$ cat src/rtl/rv64g_l1_pkg.sv
// ---------------------------------------------------------------------------
// rv64g_l1_pkg
// Shared definitions for the L1 line-transfer engine.
//   LINE_BYTES_DEF : default cache line size in bytes
//   BEAT_BYTES     : bytes moved per memory beat (64-bit port)
//   BEATS          : beats per default line
//   CNT_W          : beat counter width, one extra bit so "all beats issued"
//                    (count == BEATS) is representable
//   xfer_state_e   : transfer engine states
//   beat_offset()  : byte offset of a beat index within a line
// ---------------------------------------------------------------------------
package rv64g_l1_pkg;

  localparam int LINE_BYTES_DEF = 64;
  localparam int BEAT_BYTES     = 8;
  localparam int BEATS          = LINE_BYTES_DEF / BEAT_BYTES;
  localparam int CNT_W          = $clog2(BEATS) + 1;

  typedef enum logic [1:0] {
    XFER_IDLE = 2'd0,
    XFER_WR   = 2'd1,
    XFER_RD   = 2'd2,
    XFER_DONE = 2'd3
  } xfer_state_e;

  // Beats are 8 bytes, so the byte offset is the index shifted by 3.
  function automatic logic [63:0] beat_offset(input logic [63:0] idx);
    return idx << 3;
  endfunction

endpackage

$ cat src/rtl/rv64g_l1_line_xfer.sv
// ---------------------------------------------------------------------------
// rv64g_l1_line_xfer
// Moves one whole cache line between the L1 controller and the 64-bit beat
// memory port. A refill issues pipelined read beats and gathers the returning
// data into a line buffer; a writeback streams the latched line out beat by
// beat. Completion is a single-cycle done_o pulse.
//
// Ports
//   clk_i, rst_ni          : clock, asynchronous active-low reset
//   cmd_valid_i/ready_o    : line command handshake (ready only when idle)
//   cmd_we_i               : 1 = writeback, 0 = refill
//   cmd_addr_i             : line address, offset bits ignored
//   cmd_wdata_i            : writeback line, beat k in bits [64k+63:64k]
//   done_o                 : one-cycle completion pulse
//   line_rdata_o           : most recent refill line
//   mem_req_o/we_o/be_o    : beat request, direction, byte enables
//   mem_addr_o/wdata_o     : beat address and write data
//   mem_gnt_i              : beat request accepted
//   mem_rvalid_i/rdata_i   : in-order read beat return
// ---------------------------------------------------------------------------
module rv64g_l1_line_xfer
  import rv64g_l1_pkg::*;
#(
  parameter int LINE_BYTES = LINE_BYTES_DEF
) (
  input  logic                    clk_i,
  input  logic                    rst_ni,
  input  logic                    cmd_valid_i,
  output logic                    cmd_ready_o,
  input  logic                    cmd_we_i,
  input  logic [63:0]             cmd_addr_i,
  input  logic [LINE_BYTES*8-1:0] cmd_wdata_i,
  output logic                    done_o,
  output logic [LINE_BYTES*8-1:0] line_rdata_o,
  output logic                    mem_req_o,
  output logic                    mem_we_o,
  output logic [7:0]              mem_be_o,
  output logic [63:0]             mem_addr_o,
  output logic [63:0]             mem_wdata_o,
  input  logic                    mem_gnt_i,
  input  logic                    mem_rvalid_i,
  input  logic [63:0]             mem_rdata_i
);

  localparam int N_BEATS = LINE_BYTES / BEAT_BYTES;
  localparam int CW      = $clog2(N_BEATS) + 1;
  localparam int OFF     = $clog2(LINE_BYTES);
  localparam int LW      = LINE_BYTES * 8;

  localparam logic [CW-1:0] BEATS_C = CW'(N_BEATS);
  localparam logic [CW-1:0] LAST_C  = CW'(N_BEATS - 1);

  xfer_state_e    state_q;
  logic [CW-1:0]  iss_q;
  logic [CW-1:0]  rsp_q;
  logic [63:0]    base_q;
  logic [LW-1:0]  wline_q;
  logic [LW-1:0]  line_q;

  logic           req_d;
  logic [63:0]    wbeat_d;

  // The line offset bits of the command address are deliberately dropped.
  logic unused_addr_bits;
  assign unused_addr_bits = ^cmd_addr_i[OFF-1:0];

  // Transfer FSM: command latch, issue/response counters and the refill
  // line buffer all advance together. Grant and rvalid are handled
  // independently so a read can issue and retire a beat in the same cycle.
  always_ff @(posedge clk_i or negedge rst_ni) begin
    if (!rst_ni) begin
      state_q <= XFER_IDLE;
      iss_q   <= '0;
      rsp_q   <= '0;
      base_q  <= '0;
      wline_q <= '0;
      line_q  <= '0;
    end else begin
      case (state_q)
        XFER_IDLE: begin
          if (cmd_valid_i) begin
            base_q <= {cmd_addr_i[63:OFF], {OFF{1'b0}}};
            iss_q  <= '0;
            rsp_q  <= '0;
            if (cmd_we_i) begin
              wline_q <= cmd_wdata_i;
              state_q <= XFER_WR;
            end else begin
              state_q <= XFER_RD;
            end
          end
        end

        XFER_WR: begin
          if (mem_gnt_i) begin
            iss_q <= iss_q + CW'(1);
            if (iss_q == LAST_C) begin
              state_q <= XFER_DONE;
            end
          end
        end

        XFER_RD: begin
          // Requests keep issuing without waiting for data to return.
          if (mem_gnt_i && (iss_q != BEATS_C)) begin
            iss_q <= iss_q + CW'(1);
          end
          if (mem_rvalid_i) begin
            for (int k = 0; k < N_BEATS; k++) begin
              if (rsp_q == CW'(k)) begin
                line_q[k*64 +: 64] <= mem_rdata_i;
              end
            end
            rsp_q <= rsp_q + CW'(1);
            if (rsp_q == LAST_C) begin
              state_q <= XFER_DONE;
            end
          end
        end

        XFER_DONE: begin
          state_q <= XFER_IDLE;
        end

        default: begin
          state_q <= XFER_IDLE;
        end
      endcase
    end
  end

  // Select the write beat addressed by the issue counter. Only registered
  // state feeds this, so a stalled grant keeps the beat steady.
  always_comb begin
    wbeat_d = '0;
    for (int k = 0; k < N_BEATS; k++) begin
      if (iss_q == CW'(k)) begin
        wbeat_d = wline_q[k*64 +: 64];
      end
    end
  end

  // Memory-side outputs are decoded purely from registers; all of them
  // are forced to zero whenever no request is being presented.
  always_comb begin
    req_d = (state_q == XFER_WR) ||
            ((state_q == XFER_RD) && (iss_q < BEATS_C));
  end

  assign mem_req_o    = req_d;
  assign mem_we_o     = req_d && (state_q == XFER_WR);
  assign mem_be_o     = req_d ? 8'hFF : 8'h00;
  assign mem_addr_o   = req_d ? (base_q + beat_offset(64'(iss_q))) : 64'd0;
  assign mem_wdata_o  = (req_d && (state_q == XFER_WR)) ? wbeat_d : 64'd0;

  assign cmd_ready_o  = (state_q == XFER_IDLE);
  assign done_o       = (state_q == XFER_DONE);
  assign line_rdata_o = line_q;

endmodule

$ cat config.mk
export PLATFORM = sky130hd
export DESIGN_NAME = rv64g_l1_line_xfer
export DESIGN_NICKNAME = d
export VERILOG_FILES = /design/src/rtl/rv64g_l1_pkg.sv /design/src/rtl/rv64g_l1_line_xfer.sv
export SDC_FILE = /design/constraint.sdc
export NUM_CORES = 1
export LEC_CHECK = 0
export ABC_AREA = 1
export BUFFER_PORTS_ARGS = -buffer_cell sky130_fd_sc_hd__buf_2
export CORE_AREA = 4 4 499 501
export DETAILED_ROUTE_END_ITERATION = 7
export DIE_AREA = 0 0 503 505
export HOLD_SLACK_MARGIN = 0.06
export PLACE_DENSITY_LB_ADDON = 0.15
export SLEW_MARGIN = 10
export SYNTH_ARGS = -nofsm -noshare
export SYNTH_HDL_FRONTEND = slang
export SYNTH_SLANG_ARGS = --single-unit
$ cat constraint.sdc
create_clock -name clk_i -period 4 [get_ports clk_i]
set_clock_uncertainty 0.15 [all_clocks]
set_input_delay 0.2 -clock clk_i [delete_from_list [all_inputs] [get_ports clk_i]]
set_output_delay 0.2 -clock clk_i [all_outputs]
set_load 0.02 [all_outputs]
* After elaboration in Yosys (flattened, before gate mapping) *
Cells that the tools add are included.
W data, S select, Z words.

word-level totals
  flip-flop bits (word level) = 1,092
  input port bits = 646
  output and inout bits = 652
  word-level logic and storage cells = 87

operators by class
  add/sub/neg operators = 3
  magnitude comparators = 1
  equal/unequal tests = 24
  mux-type cells = 24
  reduce and logical (&&, ||, !) cells = 22

operators by type and width
  operator               number
  $mux W64               10
  $add A64 B7 Y64        1
  $eq A4 B3 Y1 const B   8
  $reduce_and A3 Y1      10
  $eq A4 B2 Y1 const B   4
  $mux W4                4
  $mux W2                6
  $ne A2 B2 Y1 const B   6
  $pmux W4 S3            1
  $add A4 B1 Y4 const B  2
  $eq A4 B1 Y1 const B   2
  $logic_not A4 Y1       2
  $mux W8                1
  $pmux W2 S4            1
  $pmux W4 S2            1
  $reduce_and A5 Y1      1
  $eq A2 B2 Y1 const B   2
  $lt A4 B4 Y1 const B   1
  $ne A4 B4 Y1 const B   1
  $reduce_and A4 Y1      1
  $logic_and A1 B1 Y1    3
  $reduce_bool A3 Y1     1
  $eq A2 B1 Y1 const B   1
  $logic_not A2 Y1       1
  other kinds (3)        3

* Logic depth before layout (Yosys ltp) *
Gate-level depths: netlist of run 1.

  word-level depth = 10
  mapped depth = 11
  mapped depth without buffers = 11

* Least setup slack after synthesis of run 1 *
OpenSTA, ideal clock, no wires.

  kind = register -> output
  start = register iss_q[3]
  end = output port mem_addr_o[58]
  arrival = 2.113 ns
  required time = 3.650 ns
  setup slack = 1.537 ns
  stages on the path, launching flop included = 11
  path buffers = 0
  cell sequence = dfrtp_1 > ha_1 > ha_1 > inv_1 > nor2_4 > inv_1 > nor3_1 > nand3_1 > nand2_1 > nand2_1 > nor2_1

between the ends
  cells in the longest elaborated chain, start to end = 4
  elaborated cells between the ends (all ways) = 5
  those cells by class = add/sub: 1; order compare: 1; mux: 1; reduce/logical: 2

RTL lines
  what                                                                     RTL line                   source
  start, declared                                                          rv64g_l1_line_xfer.sv:54   logic [CW-1:0] iss_q;
  start signal, assigned                                                   rv64g_l1_line_xfer.sv:96   iss_q <= iss_q + CW'(1);
  start signal, assigned                                                   rv64g_l1_line_xfer.sv:106  iss_q <= iss_q + CW'(1);
  parallel branches: the longest is 3 deep, another holds $add A64 B7 Y64  -
  $mux W64 *                                                               rv64g_l1_line_xfer.sv:153  assign mem_addr_o = req_d ? (base_q + beat_offset(64'(iss_q))) : 64'd0;
  end, declared                                                            rv64g_l1_line_xfer.sv:38   output logic [63:0] mem_addr_o,

Mark *: on every way between the ends.

* Worst setup path in the final report of run 1 *
  start = register iss_q[1]
  end = output port mem_wdata_o[55]

between the ends
  cells in the longest elaborated chain, start to end = 10
  elaborated cells between the ends (all ways) = 21
  those cells by class = order compare: 1; eq/ne: 7; mux: 9; reduce/logical: 4

RTL lines
  what                    RTL line                   source
  $logic_not A4 Y1        rv64g_l1_line_xfer.sv:137  if (iss_q == CW'(k)) begin
  $mux W64 (8 in series)  rv64g_l1_line_xfer.sv:137
  $mux W64 *              rv64g_l1_line_xfer.sv:154  assign mem_wdata_o = (req_d && (state_q == XFER_WR)) ? wbeat_d : 64'd0;
  end, declared           rv64g_l1_line_xfer.sv:39   output logic [63:0] mem_wdata_o,

Mark *: on every way between the ends. The rest lies on a longest branch, timed or not.

==> impl_metrics.prom, run 1 <==
# TYPE chip_impl_metric gauge
chip_impl_metric{name="max_slew_margin",unit=""} 0.263
chip_impl_metric{name="vias",unit=""} 46361
chip_impl_metric{name="ios",unit=""} 1298
chip_impl_info{name="clock-root-buffer",value="clkbuf_16"} 1
chip_impl_metric{name="multi_input_comb_area",unit="µm²"} 17100
chip_impl_metric{name="post-route-drc-count",unit=""} 0
chip_impl_info{name="worst_path_dominant_cell_family",value="buffers and inverters"} 1
chip_impl_metric{name="async_reset_ff_frac",unit=""} 1.00
chip_impl_metric{name="placement.setup.worst_slack",unit="ns"} 0.681
chip_impl_metric{name="overall_global_routing_resource_usage",unit=""} 0.178
chip_impl_metric{name="drt_iter0_drc",unit=""} 3475
chip_impl_metric{name="num_rows",unit=""} 182
chip_impl_info{name="dominantRegCellSynth",value="dfrtp_1"} 1
chip_impl_info{name="path_cells",value="inv_1 > ha_4 > nand3_4 > clkinv_2 > buf_4 > a21oi_1 > nand2_1 > a21oi_1 > buf_2"} 1
chip_impl_metric{name="drt_pre_antenna_iters",unit=""} 5
chip_impl_metric{name="drt-wirelength-per-cell",unit="µm"} 21.0
chip_impl_info{name="synth_area_leaders",value="dfrtp_1 57%, nand2_1 9.9%, o21ai_0 9.5%, mux2_2 6.6%, inv_1 3.9%"} 1
chip_impl_metric{name="cts_htree_levels",unit=""} 4
chip_impl_metric{name="fin_area",unit="µm²"} 75400
chip_impl_metric{name="tightest_slew",unit="ns"} 1.10
chip_impl_metric{name="final_min_period_over_clock_period",unit=""} 0.945
chip_impl_metric{name="path_clk_slew",unit="ns"} 0.06
chip_impl_metric{name="hold_path_depth",unit=""} 3
chip_impl_info{name="crit-reg2reg-capture",value="state_q[1]"} 1
chip_impl_info{name="rr_startpoint",value="iss_q[0]"} 1
chip_impl_metric{name="finalHoldViolCount",unit=""} 0
chip_impl_metric{name="placed_area",unit="µm²"} 58000
chip_impl_info{name="min-delay-path-class",value="in2reg"} 1
chip_impl_metric{name="drt_wl_total",unit="mm"} 233
chip_impl_info{name="critical_path_class",value="reg2out"} 1
chip_impl_info{name="crit_path_top_delay_cell",value="a21oi_1"} 1
chip_impl_metric{name="finalMaxSlewViolations",unit=""} 0
chip_impl_metric{name="synthesis.area",unit="µm²"} 47900
chip_impl_metric{name="worst-endpoint-arrival",unit="ns"} 3.43
chip_impl_metric{name="crit_fanout",unit=""} 20
chip_impl_metric{name="area.growth.synth_to_final",unit="%"} 57.3
chip_impl_info{name="setup_repair_after_global_routing_missed_its_margin",value="false"} 1
chip_impl_metric{name="worstRegToRegCells",unit=""} 9
chip_impl_metric{name="postSynthRegisterBits",unit=""} 1092
chip_impl_metric{name="critPathBufInv",unit=""} 4
chip_impl_metric{name="vias_per_cell",unit=""} 4.18
chip_impl_info{name="hold_start",value="cmd_wdata_i[87]"} 1
chip_impl_metric{name="max_freq",unit="MHz"} 264
chip_impl_info{name="timing.critical_path.mode_cell",value="a21oi_1"} 1
chip_impl_metric{name="cellPowerDensity",unit="nW/µm²"} 656
chip_impl_metric{name="synth.top_cell.area_share",unit=""} 0.570
chip_impl_info{name="whs_endpoint",value="wline_q[87]"} 1
chip_impl_metric{name="layout-drive-gt1-share",unit=""} 0.247
chip_impl_metric{name="cts.sinks",unit=""} 1092
chip_impl_metric{name="worst-r2r-setup-slack",unit="ns"} 0.41
chip_impl_metric{name="number_of_enable_type_register_cells_in_the_synthesized_netlist",unit=""} 0
chip_impl_info{name="synth_top_cell_by_area",value="dfrtp_1"} 1
chip_impl_metric{name="report.final.setup_viol",unit=""} 0
chip_impl_metric{name="register_area",unit="µm²"} 27300
chip_impl_metric{name="fin_total_pwr",unit="mW"} 49.5
chip_impl_metric{name="die_h",unit="µm"} 505
chip_impl_info{name="outcome",value="completed"} 1
chip_impl_metric{name="wire_length_of_the_first_global_routing_pass",unit="mm"} 335
chip_impl_metric{name="grt_antenna_before_repair",unit=""} 98
chip_impl_metric{name="dieArea",unit="µm²"} 254000
chip_impl_metric{name="die_span_x",unit="µm"} 503
chip_impl_info{name="synth_common_cells",value="1262 x nand2_1, 1092 x dfrtp_1, 912 x o21ai_0"} 1
chip_impl_metric{name="detailed_place_hpwl",unit="mm"} 171
chip_impl_metric{name="synth.yosys.seq_area_share",unit=""} 0.570
chip_impl_metric{name="grt_start_max_net_pins",unit=""} 130
chip_impl_metric{name="number_of_standard_cells_after_synthesis",unit=""} 5263
chip_impl_metric{name="max-vdd-ir-drop",unit="mV"} 0.356
chip_impl_metric{name="period_minus_slack",unit="ns"} 3.78
chip_impl_metric{name="postLayoutCoreUtil",unit=""} 0.308
chip_impl_metric{name="grt-ovfl-total",unit=""} 0
chip_impl_info{name="most_common_cell_in_the_synthesized_netlist",value="nand2_1"} 1
chip_impl_metric{name="crit_path_max_incr_delay",unit="ns"} 0.44
chip_impl_metric{name="antenna_left",unit=""} 0
chip_impl_info{name="critical_path.startpoint_type",value="flop"} 1
chip_impl_metric{name="static-leakage-power",unit="nW"} 36.0
chip_impl_metric{name="fillerInstances",unit=""} 25916
chip_impl_metric{name="ys_warn_count",unit=""} 0
chip_impl_metric{name="cp_data_required_time",unit="ns"} 3.65
chip_impl_metric{name="cap_viol_max_count",unit=""} 0
chip_impl_metric{name="grt_pass1_vias",unit=""} 47312
chip_impl_info{name="critical_path.endpoint_type",value="output pin"} 1
chip_impl_metric{name="max-clock-path-buffers",unit=""} 3
chip_impl_metric{name="netlist-cell-type-count",unit=""} 33
chip_impl_metric{name="clock_insertion_delay_worst_skew",unit="ns"} 0.77
chip_impl_metric{name="clock_buffer_count_from_cts",unit=""} 140
chip_impl_metric{name="floorplan.initialDensity",unit=""} 0.196
chip_impl_metric{name="place.gp.congestion",unit=""} 0.887
chip_impl_metric{name="layout.nets",unit=""} 8366
chip_impl_info{name="cts_tree",value="yes"} 1
chip_impl_metric{name="io_buffers",unit=""} 1288
chip_impl_metric{name="finalWorstSetupSlack",unit="ns"} 0.219
chip_impl_metric{name="design.core.area",unit="µm²"} 245000
chip_impl_metric{name="postSynthAreaPerCell",unit="µm²"} 9.11
area by class of cell:
type / count / share of cell area
multi-input combinational: 3322 / 0.227
inverter: 507 / 0.0253
sequential: 1092 / 0.362
clock buffer: 209 / 0.0546
timing repair buffer: 2643 / 0.267
clock inverter: 42 / 0.00783
antenna: 58 / 0.00192
tap: 3220 / 0.0534
flip-flops by register name, summed over array words and instances (netlist names):
name	cells
base_q	58
iss_q	4
state_q	2
line_rdata_o	512
wline_q	512
rsp_q	4
cells in the final DEF, fill, tap and decap left out, drive strengths merged:
| cell type | n |
|---|---|
| o21ai | 913 |
| a21oi | 162 |
| dlygate4sd3 | 1251 |
| a2bb2oi | 1 |
| clkinv | 23 |
| or2 | 2 |
| xnor2 | 7 |
| dfrtp | 1092 |
| diode | 58 |
| nor3 | 12 |
| nand4 | 77 |
| mux2 | 293 |
| inv | 516 |
| bufinv | 6 |
| o21bai | 6 |
| clkinvlp | 4 |
| nand2 | 1265 |
| xor2 | 28 |
| clkbuf | 209 |
| ha | 14 |
| nor2 | 251 |
| conb | 3 |
| buf | 1392 |
| a31oi | 1 |
| o31ai | 2 |
| nand3 | 285 |
worst max path at each step:
stage / startpoint / endpoint / slack (ns) / cells after the start
after detailed placement: iss_q[3] / mem_wdata_o[24] / 0.68 / 9
after CTS: iss_q[3] / mem_wdata_o[24] / -0.004 / 7
after floorplan: iss_q[3] / mem_addr_o[58] / 1.54 / 10
after global routing: iss_q[2] / mem_wdata_o[24] / 0.006 / 11
after global placement: iss_q[2] / mem_wdata_o[24] / 0.66 / 9
final: iss_q[1] / mem_wdata_o[55] / 0.22 / 9
logic make-up after synthesis:
group                    after synthesis  share of synthesized area
AO/OA/AOI/OAI                       1085                      0.114
XOR/XNOR                              35                    0.00640
adder cells (fa/ha/maj)               14                    0.00365
buffers and inverters                851                     0.0759
flip-flops                          1092                      0.570
multiplexers                         293                     0.0688
other                                  1                  0.0000782
AND/OR/NAND/NOR                     1892                      0.161
per-stage QoR:
| step | std cells | setup TNS (ns) | hold WS [ns] |
|---|---|---|---|
| 6_report | 11093 | 0 | 0.141 |
| 5_1_grt | 11066 | 0 | 0.0742 |
| 4_1_cts | 11035 | -0.00360 | 0.0607 |
| 3_5_place_dp | 9529 | 0 | 0.156 |
| 3_3_place_gp | 9529 | 0 | 0.157 |
| 2_1_floorplan | 5265 | 0 | -0.246 |
metal layers:
metal / wire, µm / GRT usage
met1: 101000 / 0.230
met2: 109000 / 0.293
met3: 16600 / 0.0469
met4: 6450 / 0.0491
met5: 412 / 0
power breakdown:
group,internal (mW),switching (mW),total (mW)
combinational,7.03,12.0,19.0
sequential,15.2,2.21,17.4
clock,7.59,5.42,13.0
total,29.8,19.6,49.5
timing repair:
action / 4_1_cts / 5_1_grt
hold endpoints to repair: 1954 / 0
hold buffers: 1252 / 0
setup endpoints to repair: 24 / 7
gates resized for setup: 8 / 4
setup buffers: 3 / 0
pin swaps: 1 / 1
cloned: 0 / 0
worst register-to-register path, stage by stage (launching register included):
cell	delay (ns)
dfrtp_1	0.43
ha_1	0.35
nand3_4	0.49
buf_4	0.46
a21oi_1	0.19
nand3_1	0.14
nor2_1	0.11
dlygate4sd3_1	0.55
a21oi_1	0.04
dlygate4sd3_1	0.57
No activity file was read; power rests on OpenSTA's default activity.
==> run 2: changes to the inputs <==
CTS_BUF_LIST = sky130_fd_sc_hd__clkbuf_2 sky130_fd_sc_hd__clkbuf_4 sky130_fd_sc_hd__clkbuf_8   (was unset)
CTS_CLUSTER_DIAMETER = 30   (was unset)
==> impl_metrics.prom, run 2 (synthesis results as in run 1) <==
# TYPE chip_impl_metric gauge
chip_impl_metric{name="stdcell_count",unit=""} 12249
chip_impl_metric{name="worst-endpoint-arrival",unit="ns"} 3.42
chip_impl_info{name="setup_repair_after_global_routing_missed_its_margin",value="true"} 1
chip_impl_metric{name="final.hold.worst_slack",unit="ns"} 0.159
chip_impl_metric{name="drt_wl_total",unit="mm"} 247
chip_impl_info{name="layout.cells.most_common",value="dlygate4sd3_1"} 1
chip_impl_metric{name="drt_pre_antenna_iters",unit=""} 5
chip_impl_metric{name="path_clk_slew",unit="ns"} 0.05
chip_impl_metric{name="antenna_left",unit=""} 0
chip_impl_metric{name="cp_data_required_time",unit="ns"} 3.65
chip_impl_metric{name="grt_antenna_before_repair",unit=""} 95
chip_impl_metric{name="tightest_slew",unit="ns"} 1.15
chip_impl_metric{name="io_buffers",unit=""} 1288
chip_impl_metric{name="drt_iter0_drc",unit=""} 3480
chip_impl_metric{name="num_rows",unit=""} 182
chip_impl_metric{name="max_freq",unit="MHz"} 265
chip_impl_metric{name="placed_area",unit="µm²"} 58000
chip_impl_metric{name="postLayoutCoreUtil",unit=""} 0.354
chip_impl_metric{name="register_area",unit="µm²"} 27300
chip_impl_metric{name="placement.setup.worst_slack",unit="ns"} 0.681
chip_impl_metric{name="finalHoldViolCount",unit=""} 0
chip_impl_metric{name="layout.nets",unit=""} 9358
chip_impl_info{name="clock-root-buffer",value="clkbuf_8"} 1
chip_impl_metric{name="place.gp.congestion",unit=""} 0.887
chip_impl_metric{name="clock_insertion_delay_worst_skew",unit="ns"} 0.98
chip_impl_metric{name="crit_fanout",unit=""} 42
chip_impl_metric{name="area.growth.synth_to_final",unit="%"} 80.9
chip_impl_metric{name="floorplan.initialDensity",unit=""} 0.196
chip_impl_info{name="outcome",value="completed"} 1
chip_impl_metric{name="cts.sinks",unit=""} 1092
chip_impl_metric{name="ios",unit=""} 1298
chip_impl_metric{name="comb_power_share",unit=""} 0.387
chip_impl_metric{name="worstRegToRegCells",unit=""} 10
chip_impl_metric{name="wire_length_of_the_first_global_routing_pass",unit="mm"} 358
chip_impl_metric{name="fillerInstances",unit=""} 25184
chip_impl_metric{name="die_span_x",unit="µm"} 503
chip_impl_metric{name="worst-r2r-setup-slack",unit="ns"} 0.36
chip_impl_metric{name="vias",unit=""} 51318
chip_impl_metric{name="overall_global_routing_resource_usage",unit=""} 0.188
chip_impl_info{name="critical_path_class",value="reg2out"} 1
chip_impl_info{name="crit_path_top_delay_cell",value="nand3_4"} 1
chip_impl_metric{name="cellPowerDensity",unit="nW/µm²"} 688
chip_impl_metric{name="vias_per_cell",unit=""} 4.19
chip_impl_info{name="path_cells",value="ha_2 > nand3_4 > buf_6 > o21ai_0 > inv_1 > a21oi_1 > buf_2"} 1
chip_impl_metric{name="static-leakage-power",unit="nW"} 40.9
chip_impl_metric{name="finalWorstSetupSlack",unit="ns"} 0.231
chip_impl_metric{name="detailed_place_hpwl",unit="mm"} 171
chip_impl_metric{name="power_frac_seq",unit=""} 0.294
chip_impl_metric{name="dieArea",unit="µm²"} 254000
chip_impl_metric{name="die_h",unit="µm"} 505
chip_impl_metric{name="multi_input_comb_area",unit="µm²"} 17200
chip_impl_metric{name="max-clock-path-buffers",unit=""} 4
chip_impl_metric{name="crit_path_max_incr_delay",unit="ns"} 0.47
chip_impl_info{name="min-delay-path-class",value="in2reg"} 1
chip_impl_metric{name="fin_area",unit="µm²"} 86700
chip_impl_info{name="critical_path.endpoint_type",value="output pin"} 1
chip_impl_metric{name="grt_start_max_net_pins",unit=""} 130
chip_impl_metric{name="design.core.area",unit="µm²"} 245000
chip_impl_metric{name="period_minus_slack",unit="ns"} 3.77
chip_impl_metric{name="grt-ovfl-total",unit=""} 0
chip_impl_metric{name="power_frac_clock",unit=""} 0.319
chip_impl_metric{name="cap_viol_max_count",unit=""} 0
chip_impl_metric{name="power.internal",unit="mW"} 38.1
chip_impl_info{name="cts_tree",value="yes"} 1
chip_impl_metric{name="max-vdd-ir-drop",unit="mV"} 0.326
chip_impl_metric{name="layout-drive-gt1-share",unit=""} 0.263
chip_impl_metric{name="placed_cells",unit=""} 9529
chip_impl_metric{name="cts_htree_levels",unit=""} 5
chip_impl_metric{name="max_slew_margin",unit=""} 0.230
chip_impl_metric{name="hold_path_depth",unit=""} 4
chip_impl_metric{name="clock_buffer_count_from_cts",unit=""} 353
chip_impl_metric{name="grt_pass1_vias",unit=""} 54061
chip_impl_metric{name="final_min_period_over_clock_period",unit=""} 0.942
chip_impl_metric{name="p_sw",unit="mW"} 21.5
chip_impl_metric{name="report.final.setup_viol",unit=""} 0
chip_impl_metric{name="post-route-drc-count",unit=""} 0
chip_impl_info{name="mostFrequentLayoutCells",value="2023 x dlygate4sd3_1, 1287 x buf_2, 1252 x nand2_1"} 1
chip_impl_metric{name="finalMaxSlewViolations",unit=""} 0
chip_impl_metric{name="switching_share",unit=""} 0.361
chip_impl_info{name="critical_path.startpoint_type",value="flop"} 1
chip_impl_metric{name="drt-wirelength-per-cell",unit="µm"} 20.1
run 2: changes by cell type in the layout (fill, tap and decap cells not counted), sizes merged:
| cell | change |
|---|---|
| buf | +5 |
| bufbuf | +2 |
| bufinv | +27 |
| clkbuf | +308 |
| clkinv | +35 |
| clkinvlp | +6 |
| diode | +5 |
| dlygate4sd3 | +772 |
| inv | -4 |
run 2: timing repair:
item | 4_1_cts | 5_1_grt
buffers inserted | 8 | 0
hold endpoints to repair | 2123 | 0
cloned | 2 | 0
endpoints found under the setup margin | 73 | 12
gates resized for setup | 39 | 5
pin swaps | 6 | 0
hold buffers | 2024 | 0
run 2: critical path, delay by kind of cell, from the launching register on:
| family | cells | cell delay (ns) |
|---|---|---|
| compound gates | 2 | 0.37 |
| simple gates | 1 | 0.47 |
| flops | 1 | 0.44 |
| fa+ha+maj | 1 | 0.34 |
| buf+inv | 3 | 0.71 |
run 2: layout make-up:
type | count | share of cell area
Clock buffer | 517 | 0.0758
Antenna cell | 63 | 0.00182
Inverter | 507 | 0.0221
Multi-Input combinational cell | 3322 | 0.198
Clock inverter | 106 | 0.0165
Sequential cell | 1092 | 0.315
Timing Repair Buffer | 3422 | 0.324
Tap cell | 3220 | 0.0465
run 2: worst paths after layout:
| kind | from | to |
|---|---|---|
| worst max-delay path | iss_q[1] | mem_wdata_o[28] |
| worst min-delay path | cmd_wdata_i[24] | wline_q[24] |
| worst max register to register | state_q[1] | wline_q[190] |
| worst min register to register | line_rdata_o[162] | line_rdata_o[162] |
| max in group asynchronous | rst_ni | line_rdata_o[78] |
| min in group asynchronous | rst_ni | wline_q[169] |
run 2: stage by stage:
stage               setup TNS, ns  power, mW
floorplan                       0       27.8
detailed placement              0       35.3
CTS                             0       60.1
global placement                0       35.1
global route               -0.153       63.4
finish                          0       59.7
run 2: power groups by stage:
stage	logic (mW)	registers, mW	clock network, mW
finish	23.1	17.5	19.0
global route	25.2	17.9	20.2
CTS	23.1	17.4	19.5
detailed placement	17.7	17.6	0
global placement	17.6	17.5	0
floorplan	9.28	18.5	0
run 2: layer usage:
layer	GRT usage	wire length [µm]	vias up
li1	-	-	24147
met3	0.0517	18400	484
met4	0.0690	8530	58
met1	0.234	104000	24814
met5	0	367	-
met2	0.311	115000	1815
